$ cat src/rtl/cache_cmd_sequencer.sv
// cache_cmd_sequencer: buffers trace commands and issues them one at a time to the cache
module cache_cmd_sequencer #(
    parameter int DEPTH   = 4,
    parameter int TIMEOUT = 100
) (
    input  logic        clk,
    input  logic        rstb,
    input  logic        req_valid,
    output logic        req_ready,
    input  logic [3:0]  req_n,
    input  logic [31:0] req_address,
    output logic        cache_valid,
    output logic [3:0]  cache_n,
    output logic [31:0] cache_address,
    input  logic        cache_done,
    output logic        print_pulse,
    output logic        busy,
    output logic [15:0] issued_cnt,
    output logic [15:0] timeout_cnt,
    output logic [15:0] bad_cmd_cnt,
    output logic        timeout_err
);
    localparam int AW = $clog2(DEPTH);
    localparam int WW = $clog2(TIMEOUT + 1);

    typedef enum logic {IDLE, WAIT} state_t;

    state_t        state, state_nx;
    logic [35:0]   mem [DEPTH];
    logic [AW-1:0] wr_ptr, rd_ptr;
    logic [AW:0]   count;
    logic [WW-1:0] wait_cnt;
    logic [3:0]    head_n;
    logic [31:0]   head_addr;
    logic          push, pop, issue, is_op, is_clr, is_prt, is_bad, timeout_hit;

    assign req_ready   = count != (AW + 1)'(DEPTH);
    assign push        = req_valid && req_ready;
    assign pop         = (state == IDLE) && (count != '0);
    assign {head_n, head_addr} = mem[rd_ptr];
    assign is_op       = head_n <= 4'd6;
    assign is_clr      = head_n == 4'd8;
    assign is_prt      = head_n == 4'd9;
    assign is_bad      = !is_op && !is_clr && !is_prt;
    assign issue       = pop && (is_op || is_clr);
    assign timeout_hit = (state == WAIT) && !cache_done && (wait_cnt == WW'(TIMEOUT - 1));
    assign busy        = (state != IDLE) || (count != '0);

    // command storage; contents need no reset since count gates every read
    always_ff @(posedge clk)
        if (push) mem[wr_ptr] <= {req_n, req_address};

    // FIFO pointers and occupancy; simultaneous push and pop leave count unchanged
    always_ff @(posedge clk or negedge rstb) begin
        if (!rstb) begin
            wr_ptr <= '0;
            rd_ptr <= '0;
            count  <= '0;
        end else begin
            if (push) wr_ptr <= wr_ptr + AW'(1);
            if (pop) rd_ptr <= rd_ptr + AW'(1);
            count <= count + (AW + 1)'(push) - (AW + 1)'(pop);
        end
    end

    // state register
    always_ff @(posedge clk or negedge rstb) begin
        if (!rstb) state <= IDLE;
        else state <= state_nx;
    end

    // next state: only cache-bound commands leave IDLE; done beats a coincident timeout
    always_comb begin
        state_nx = state;
        if (state == IDLE) state_nx = issue ? WAIT : IDLE;
        else if (cache_done || timeout_hit) state_nx = IDLE;
    end

    // cache strobe, held command fields, wait timer and saturating statistics
    always_ff @(posedge clk or negedge rstb) begin
        if (!rstb) begin
            cache_valid   <= 1'b0;
            cache_n       <= '0;
            cache_address <= '0;
            print_pulse   <= 1'b0;
            wait_cnt      <= '0;
            issued_cnt    <= '0;
            timeout_cnt   <= '0;
            bad_cmd_cnt   <= '0;
            timeout_err   <= 1'b0;
        end else begin
            cache_valid <= issue;
            print_pulse <= pop && is_prt;
            if (issue) begin
                cache_n       <= head_n;
                cache_address <= head_addr;
            end
            if (issue) wait_cnt <= '0;
            else if (state == WAIT) wait_cnt <= wait_cnt + WW'(1);
            if (pop && is_clr) begin
                issued_cnt  <= '0;
                bad_cmd_cnt <= '0;
            end else begin
                if (pop && is_op && issued_cnt != '1) issued_cnt <= issued_cnt + 16'd1;
                if (pop && is_bad && bad_cmd_cnt != '1) bad_cmd_cnt <= bad_cmd_cnt + 16'd1;
            end
            if (timeout_hit) begin
                timeout_err <= 1'b1;
                if (timeout_cnt != '1) timeout_cnt <= timeout_cnt + 16'd1;
            end
        end
    end
endmodule

$ cat config.mk
export PLATFORM = sky130hd
export DESIGN_NAME = cache_cmd_sequencer
export DESIGN_NICKNAME = d
export VERILOG_FILES = /design/src/rtl/cache_cmd_sequencer.sv
export SDC_FILE = /design/constraint.sdc
export NUM_CORES = 1
export LEC_CHECK = 0
export CAP_MARGIN = 20
export CORE_MARGIN = 1
export CORE_UTILIZATION = 59
export CTS_CLUSTER_DIAMETER = 80
export DETAILED_ROUTE_END_ITERATION = 12
export MAX_ROUTING_LAYER = met4
export PLACE_DENSITY = 0.84
export SLEW_MARGIN = 25
export SYNTH_ARGS = -nofsm -noshare
export SYNTH_HDL_FRONTEND = slang
export SYNTH_SLANG_ARGS = --single-unit
$ cat constraint.sdc
create_clock -name clk -period 3.73 [get_ports clk]
set_input_delay 0.5595 -clock clk [delete_from_list [all_inputs] [get_ports clk]]
set_output_delay 0.5595 -clock clk [all_outputs]
set_load 0.01 [all_outputs]
Yosys cells after proc, flatten, opt, wreduce, memory -nomap -nowiden
Memories as Yosys holds them, arrays and structs flattened.
Cells that the tools add are included.
{"block": "op_classes", "order_cmp": 1, "mux": 11, "add_sub_neg": 8, "bitwise": 1, "reduce_logical": 25, "n_eq_ne": 7}
{"op": "two-way mux 16 bit", "n": 4}
{"op": "adder 16 x 1 -> 16 bit (second input constant)", "n": 3}
{"op": "inequality test 16 bit (second input constant)", "n": 3}
{"op": "two-way mux 7 bit", "n": 2}
{"op": "logical AND 1 bit", "n": 13}
{"op": "equality test 4 bit (second input constant)", "n": 2}
{"op": "adder 7 x 1 -> 7 bit (second input constant)", "n": 1}
{"op": "equality test 7 bit (second input constant)", "n": 1}
{"op": "nonzero test 2 bit", "n": 3}
{"op": "two-way mux 1 bit", "n": 5}
{"op": "adder 2 x 1 -> 2 bit (second input constant)", "n": 2}
{"op": "<= comparator 4 x 3 -> 1 bit (second input constant)", "n": 1}
{"op": "logical NOT 1 bit", "n": 4}
{"op": "adder 3 x 1 -> 3 bit", "n": 1}
{"op": "logical OR 1 bit", "n": 3}
{"op": "inequality test 3 bit (second input constant)", "n": 1}
{"op": "nonzero test 3 bit", "n": 1}
{"op": "subtractor 3 x 1 -> 3 bit", "n": 1}
{"op": "AND reduction 2 bit", "n": 1}
{"op": "inverter 1 bit", "n": 1}
{"block": "word_totals", "regBits": 102, "output_inout_bits": 89, "mem_bits_rw": 144, "mem_count": 1, "wordCells": 67}
{"memory": "mem", "depth": 4, "width": 36, "rd": 1, "rd_ports_with_merged_regs": 0, "wr": 1, "line_no": "29", "text": "logic [35:0] mem [DEPTH];"}

Depth between registers and ports, before layout
Gate-level depths: netlist of the first run.
An unclocked memory read counts as a cell.
{"block": "depth", "word_depth": 9, "ltp_mapped": 10}

Least setup slack after synthesis of the first run
OpenSTA, ideal clock, no wires.
{"block": "synth_timing", "path_kind": "register to register", "from": "register rd_ptr[0]", "to": "register issued_cnt[12]", "setup_ns": 0.078, "n_path_buf": 1, "setup_slack_ns": 1.176, "required_time_ns": 3.652, "arrival_time_ns": 2.476, "stages_incl_launch_ff": 7, "cell_sequence": "dfrtp_1 > mux4_2 > or3_1 > buf_2 > or4_4 > or4_1 > a21oi_1"}
{"block": "synth_between", "elab_chain_cells": 5, "elab_cells_between_ends": 8, "cone_classes": "order compare: 1; eq/ne: 1; mux: 1; reduce/logical: 4; memory: 1"}
{"item": "start, declared", "line_no": "30", "text": "logic [AW-1:0] wr_ptr, rd_ptr;"}
{"item": "start signal, assigned", "line_no": "61", "text": "if (pop) rd_ptr <= rd_ptr + AW'(1);"}
{"item": "memory read (4 x 36 bit) (*)"}
{"item": "<= comparator 4 x 3 -> 1 bit", "line_no": "41", "text": "assign is_op = head_n <= 4'd6;"}
{"item": "logical AND 1 bit (2 in series)", "line_no": "104", "text": "if (pop && is_op && issued_cnt != '1) issued_cnt <= issued_cnt + 16'd1;"}
{"item": "nonzero test 2 bit (no line)"}
{"item": "end signal, assigned", "line_no": "104"}
{"item": "end, declared", "line_no": "18", "text": "output logic [15:0] issued_cnt,"}
Mark *: on every way between the ends. The rest lies on a longest branch, timed or not.
A chain may end at the register's enable or synchronous reset.

Worst setup path after layout of the first run
{"block": "layout_timing", "from": "register rd_ptr[0]", "to": "register issued_cnt[7]"}
The elaborated chain is that of the path after synthesis.

==> results.sh, run 1 <==
export IMPL_outcome="finished, final reports clean"
export IMPL_power_switching_fraction_pct=29.9
export IMPL_synthArstFlopShare_pct=41.5
export IMPL_multi_input_comb_area_um2=2890
export IMPL_htree_num_levels=1
export IMPL_compound_gate_fraction_of_synth_area_pct=3.57
export IMPL_cp_max_fo=17
export IMPL_drc=0
export IMPL_start_util_pct=60.2
export IMPL_numClockSinks=246
export IMPL_clock_network_fraction_of_design_power_pct=27.1
export IMPL_comb_power_share_pct=31.8
export IMPL_setup_viol_count_final=0
export IMPL_grt_pass1_vias=6293
export IMPL_synth_adder_area_share_pct=1.47
export IMPL_postSynth_topFlopCell="sky130_fd_sc_hd__edfxtp_1"
export IMPL_post_synth_mux_area_share_pct=12.4
export IMPL_power_sequential_fraction_pct=41.2
export IMPL_numCtsBuffers=24
export IMPL_synth_largest_area_cell="sky130_fd_sc_hd__edfxtp_1"
export IMPL_pin_count=129
export IMPL_cp_end_kind="register"
export IMPL_leakage_uw=0.00458
export IMPL_yosys_cell_count_top_type="sky130_fd_sc_hd__edfxtp_1"
export IMPL_intPower_uw=6780
export IMPL_antenna_violations_before_repair=0
export IMPL_grt_start_max_net_pins=70
export IMPL_hpwl_um=12700
export IMPL_synth_edff_count=144
export IMPL_timing_clock_skew_ns=0.00794
export IMPL_yosys_area_top_type_share_pct=43.6
export IMPL_worst_slew_pin_transition_ns=1.01
export IMPL_ctsResizeCount=0
export IMPL_area_of_the_die_um2=17300
export IMPL_placement_rows=47
export IMPL_worst_ep_arrival_time_ns=3.43
export IMPL_syn_area_um2=9910
export IMPL_cts_post_setup_buffers_inserted=0
export IMPL_yosysUniqueCellTypes=45
export IMPL_synth_yosys_seq_area_share_pct=69.4
export IMPL_ir_drop_mv=0.534
export IMPL_numPortBuffers=128
export IMPL_vias_per_cell=6.00
export IMPL_rsz_0062_raised_after_global_routing="no"
export IMPL_synthesis_nets=668
export IMPL_path_class="reg2reg"
export IMPL_overall_power_uw=9670
export IMPL_min_delay_path_class="in2async"
export IMPL_timing_final_hold_violations=0
export IMPL_synth_area_per_cell_um2=16.1
export IMPL_power_density_nw_per_um2=783
export IMPL_clock_fmax_mhz=333
export IMPL_synth_cells=617
export IMPL_power_switching_uw=2890
export IMPL_ff_latch_area_um2=6880
export IMPL_worstSetupStartpointType="register"
export IMPL_drtIter0Drc=405
export IMPL_timing_final_ws_setup_ns=0.728
export IMPL_synth_simple_area_share_pct=8.68
export IMPL_routabilityCongestion=0.890
export IMPL_synth_warning_count=0
export IMPL_synth_top_cells_by_area="sky130_fd_sc_hd__edfxtp_1 (44%), sky130_fd_sc_hd__dfrtp_1 (26%), sky130_fd_sc_hd__mux4_2 (8.2%)"
export IMPL_clkSlewWorstSetupHoldPaths_ns=0.06
export IMPL_total_global_routing_overflow=0
export IMPL_netlist_top_cells_count="sky130_fd_sc_hd__edfxtp_1 (144), sky130_fd_sc_hd__dfrtp_1 (102), sky130_fd_sc_hd__nand2_1 (37), sky130_fd_sc_hd__mux4_2 (36), sky130_fd_sc_hd__mux2_2 (34)"
export IMPL_dr_pass1_iters=5
export IMPL_post_route_setup_tns_ns=0
export IMPL_min_period_over_period_pct=80.5
export IMPL_report_final_slew_viol_count=0
export IMPL_slowest_delay_ns=0.66
export IMPL_post_synth_xor_area_fraction_pct=3.01
export IMPL_die_y_um=132
export IMPL_cts_path_max_buffers=3
export IMPL_drive_above_1_share_pct=16.3
export IMPL_cp_required_ns=4.16
export IMPL_maxSlewHeadroom_pct=32.7
export IMPL_nFillCells=997
export IMPL_ys_seq_elements=246
export IMPL_worstPathCellList="buf_4 -> mux4_2 -> and3_1 -> or4_1 -> or3_1 -> a21oi_1"
export IMPL_die_width_um=132
export IMPL_layout_net_count=812
export IMPL_cts_tree="yes"
export IMPL_clock_root_buffer="sky130_fd_sc_hd__clkbuf_16"
export IMPL_cp_max_delay_cell="sky130_fd_sc_hd__or4_1"
export IMPL_route_detailed_wl_per_inst_um=20.5
export IMPL_clkLatencyLatePin_ns=0.51
export IMPL_grt_pass1_wl_um=33100
export IMPL_grt_total_usage_pct=25.4
export IMPL_period_needed_ns=3.00
export IMPL_fp_coreArea_um2=16500
export IMPL_max_cap_violations=0
export IMPL_route_antenna_remaining_nets=0
export IMPL_vias=5998
export IMPL_detail_route_wirelength_um=20500
export IMPL_flow_area_growth_from_synthesis_pct=24.6
export IMPL_ant_diodes=0
export IMPL_preCtsSetupSlack_ns=0.747
export IMPL_cts_hold_buffers_added=0
export IMPL_largest_family_of_logic_cells_by_synthesized_area="multiplexers"
cells by family after synthesis:
group,count (synthesis)
DFF,246
and+or+nand+nor,161
muxes,73
AOI/OAI and AO/OA,55
buffers and inverters,37
xor gates and xnor gates,34
adders and majority gates,11
final cells by class:
type / instances / share of cell area, %
Clock buffer: 36 / 5.91
Tap cell: 220 / 2.23
Inverter: 17 / 0.517
Multi-Input combinational cell: 334 / 23.4
Sequential cell: 246 / 55.7
Clock inverter: 8 / 1.16
Timing Repair Buffer: 138 / 11.1
registers in the layout, summed over array words and instances, names as in the netlist, 2 cells and up:
register and count:
bad_cmd_cnt 16, cache_address 32, cache_n 4, count 3, issued_cnt 16, mem 144, rd_ptr 2, timeout_cnt 16
wait_cnt 7, wr_ptr 2
power by group through the flow:
| stage | Sequential, µW | Combinational (µW) | Clock [µW] |
|---|---|---|---|
| after CTS | 3990 | 3090 | 2660 |
| final | 3980 | 3070 | 2620 |
| after global routing | 4040 | 3300 | 2760 |
| after floorplan | 3970 | 1890 | 0 |
| after detailed placement | 4020 | 3050 | 0 |
| after global placement | 3970 | 2910 | 0 |
worst max-delay path: cells and delay by family, from the launching register on:
kind	cells	cell delay, ns
compound gates	1	0.16
buf+inv	1	0.35
flops	1	0.43
mux	1	0.64
simple gates	3	1.34
per-stage QoR:
| stage | area [µm²] | instances | hold WS, ns | utilization (%) |
|---|---|---|---|---|
| after detailed placement | 11500 | 954 | 0.480 | 69.5 |
| after global routing | 12300 | 999 | 0.252 | 75.0 |
| final | 12300 | 999 | 0.174 | 75.0 |
| after global placement | 11500 | 954 | 0.459 | 69.5 |
| after CTS | 12300 | 998 | 0.200 | 74.8 |
| after floorplan | 9910 | 617 | 0.264 | - |
final timing paths:
path	slack, ns	startpoint	end	cells past startpoint
max	0.73	rd_ptr[0]	issued_cnt[7]	6
min	0.17	rstb	timeout_cnt[5]	1
max reg2reg	0.73	rd_ptr[0]	issued_cnt[7]	6
min reg2reg	0.49	timeout_err	timeout_err	1
max in group asynchronous	2.72	rstb	issued_cnt[8]	2
min in group clk	0.49	timeout_err	timeout_err	1
cells in the final DEF (no fill, tap or decap), types with 4 or more instances in the layout:
cell type and instances:
sky130_fd_sc_hd__and3_2 4, sky130_fd_sc_hd__xor2_1 12, sky130_fd_sc_hd__and4_1 6, sky130_fd_sc_hd__edfxtp_1 144, sky130_fd_sc_hd__o31ai_1 10, sky130_fd_sc_hd__clkdlybuf4s50_1 127, sky130_fd_sc_hd__nor2_1 24, sky130_fd_sc_hd__clkbuf_16 27
sky130_fd_sc_hd__nor3_1 10, sky130_fd_sc_hd__xnor2_1 22, sky130_fd_sc_hd__mux2_2 34, sky130_fd_sc_hd__o21ai_0 13, sky130_fd_sc_hd__bufinv_16 4, sky130_fd_sc_hd__and2_1 4, sky130_fd_sc_hd__nand2_1 37, sky130_fd_sc_hd__a21oi_1 14
sky130_fd_sc_hd__ha_1 10, sky130_fd_sc_hd__mux4_2 36, sky130_fd_sc_hd__nand3_1 15, sky130_fd_sc_hd__nor4_1 11, sky130_fd_sc_hd__inv_1 16, sky130_fd_sc_hd__nand4_1 14, sky130_fd_sc_hd__buf_4 10, sky130_fd_sc_hd__or3_1 12
sky130_fd_sc_hd__o211ai_1 5, sky130_fd_sc_hd__and3_1 9, sky130_fd_sc_hd__or4_1 8, sky130_fd_sc_hd__dfrtp_1 100, sky130_fd_sc_hd__clkbuf_1 7
metal layers:
metal / up-vias / track usage, % / wire length, µm
met1: 3094 / 31.2 / 8320
li1: 2672 / - / -
met5: - / - / 0
met4: 0 / 6.46 / 313
met3: 30 / 5.21 / 1290
met2: 202 / 43.1 / 10500
(Power assumes the default switching activity.)
==> run 2, diff against run 1 <==
--- a/config.mk
+++ b/config.mk
@@ -7,11 +7,11 @@
 export LEC_CHECK = 0
 export CAP_MARGIN = 20
 export CORE_MARGIN = 1
-export CORE_UTILIZATION = 59
+export CORE_UTILIZATION = 50
 export CTS_CLUSTER_DIAMETER = 80
 export DETAILED_ROUTE_END_ITERATION = 12
 export MAX_ROUTING_LAYER = met4
-export PLACE_DENSITY = 0.84
+export PLACE_DENSITY = 0.76
 export SLEW_MARGIN = 25
 export SYNTH_ARGS = -nofsm -noshare
 export SYNTH_HDL_FRONTEND = slang
==> constraint.sdc (replaced) <==
create_clock -name clk -period 2.6 [get_ports clk]
set_input_delay 0.39 -clock clk [delete_from_list [all_inputs] [get_ports clk]]
set_output_delay 0.39 -clock clk [all_outputs]
set_load 0.01 [all_outputs]
==> results.sh, run 2 (synthesis gave the netlist of run 1 again) <==
export IMPL_placement_rows=51
export IMPL_drive_above_1_share_pct=18.6
export IMPL_clkLatencyLatePin_ns=0.53
export IMPL_timing_final_hold_violations=0
export IMPL_path_class="reg2reg"
export IMPL_cp_max_delay_cell="sky130_fd_sc_hd__or4_4"
export IMPL_cts_post_setup_buffers_inserted=0
export IMPL_clock_root_buffer="sky130_fd_sc_hd__clkbuf_16"
export IMPL_cp_top_family="simple AND/OR/NAND/NOR gates"
export IMPL_drc=0
export IMPL_top_register="mem"
export IMPL_preCtsSetupSlack_ns=0.0712
export IMPL_rsz_0062_raised_after_global_routing="no"
export IMPL_worstSetupStartpointType="register"
export IMPL_grt_pass1_vias=6298
export IMPL_ir_drop_mv=0.646
export IMPL_pin_count=129
export IMPL_cts_path_max_buffers=3
export IMPL_htree_num_levels=1
export IMPL_largest_register_ffs=144
export IMPL_max_cap_violations=0
export IMPL_dr_pass1_iters=4
export IMPL_report_final_slew_viol_count=0
export IMPL_flow_area_growth_from_synthesis_pct=26.8
export IMPL_total_global_routing_overflow=0
export IMPL_numCtsBuffers=26
export IMPL_outcome="finished, final reports clean"
export IMPL_clkSlewWorstSetupHoldPaths_ns=0.06
export IMPL_route_detailed_wl_per_inst_um=19.4
export IMPL_die_width_um=143
export IMPL_fp_coreArea_um2=19500
export IMPL_cp_max_fo=7
export IMPL_maxSlewHeadroom_pct=52.1
export IMPL_reg_top3="mem: 144 flops, cache_address: 32 flops"
export IMPL_path_buf_inv=1
export IMPL_layout_net_count=831
export IMPL_setup_viol_count_final=0
export IMPL_worstPathCellList="buf_4 -> mux4_2 -> and3_1 -> or4_4 -> or3_1 -> a21oi_1"
export IMPL_worst_ep_arrival_time_ns=2.91
export IMPL_post_route_setup_tns_ns=0
export IMPL_antenna_violations_before_repair=1
export IMPL_min_delay_path_class="in2async"
export IMPL_power_density_nw_per_um2=1100
export IMPL_min_period_over_period_pct=94.7
export IMPL_slowest_delay_ns=0.57
export IMPL_timing_clock_skew_ns=0.00773
export IMPL_grt_start_max_net_pins=55
export IMPL_route_antenna_remaining_nets=0
export IMPL_cts_tree="yes"
export IMPL_vias=5989
export IMPL_vias_per_cell=5.62
export IMPL_routabilityCongestion=0.858
export IMPL_hpwl_um=13600
export IMPL_drtIter0Drc=288
export IMPL_final_common_cell="sky130_fd_sc_hd__edfxtp_1"
export IMPL_cp_required_ns=3.05
export IMPL_most_common_layout_cells="sky130_fd_sc_hd__edfxtp_1 (144), sky130_fd_sc_hd__clkdlybuf4s50_1 (127), sky130_fd_sc_hd__dfrtp_1 (100), sky130_fd_sc_hd__nand2_1 (37), sky130_fd_sc_hd__mux4_2 (36)"
export IMPL_start_util_pct=50.9
export IMPL_numClockSinks=246
export IMPL_area_of_the_die_um2=20400
export IMPL_grt_pass1_wl_um=33200
export IMPL_timing_final_ws_setup_ns=0.137
export IMPL_die_y_um=143
export IMPL_grt_total_usage_pct=21.9
export IMPL_cp_end_kind="register"
export IMPL_numPortBuffers=128
export IMPL_period_needed_ns=2.46
export IMPL_clock_fmax_mhz=406
export IMPL_leakage_uw=0.00467
export IMPL_detail_route_wirelength_um=20700
export IMPL_worst_slew_pin_transition_ns=0.713
[run 2: final timing paths]
path	startpoint	to	slack [ns]	depth (start not counted)
min reg2reg	timeout_err	timeout_err	0.47	1
min in group clk	timeout_err	timeout_err	0.47	1
max	rd_ptr[0]	issued_cnt[9]	0.14	6
min	rstb	bad_cmd_cnt[8]	0.36	2
max reg2reg	rd_ptr[0]	issued_cnt[9]	0.14	6
max in group asynchronous	rstb	bad_cmd_cnt[3]	1.54	3
[run 2: worst register-to-register path, cell delays in order (launching register included)]
cell                      delay [ns]
sky130_fd_sc_hd__dfrtp_2        0.38
sky130_fd_sc_hd__buf_4          0.16
sky130_fd_sc_hd__mux4_2         0.52
sky130_fd_sc_hd__and3_1         0.26
sky130_fd_sc_hd__or4_4          0.57
sky130_fd_sc_hd__or3_1          0.32
sky130_fd_sc_hd__a21oi_1        0.18
[run 2: per-layer routing]
layer  vias up  share of wire (%)  GRT usage [%]
li1       2718                  -              -
met1      3042                 42           27.9
met2       200                 49           36.1
met3        29                6.5           4.53
met4         0                2.0           5.60
met5         -                  0              -
[run 2: metrics by stage]
stage          area, µm²  utilization, %  hold slack, ns  instances  power [µW]
2_1_floorplan       9910               -          0.0944        617        8400
3_3_place_gp       11700            60.2           0.355       1016       10200
3_5_place_dp       11700            60.2           0.370       1016       10400
4_1_cts            12600            64.5           0.357       1065       14000
5_1_grt            12600            64.5           0.377       1066       14600
6_report           12600            64.5           0.358       1066       13800
[run 2: timing repair]
| action | CTS | global route |
|---|---|---|
| hold buffers | 1 | 0 |
| setup endpoints to repair | 1 | 2 |
| endpoints found under the hold margin | 26 | 0 |
| resized for setup | 1 | 1 |
[run 2: cell type report]
cell class	count	area, µm²
multi-input combinational	334	2900
clock buffer	38	756
timing repair buffer	155	1560
fill	1383	6900
inverter	17	63.8
tap	265	332
antenna	1	2.50
clock inverter	10	75.1
sequential	246	6880
[run 2: report_power, final]
| group | leakage [µW] | switching, µW | internal [µW] |
|---|---|---|---|
| clock network | 0.000409 | 1470 | 2020 |
| logic | 0.00162 | 2240 | 2460 |
| registers | 0.00263 | 499 | 5130 |
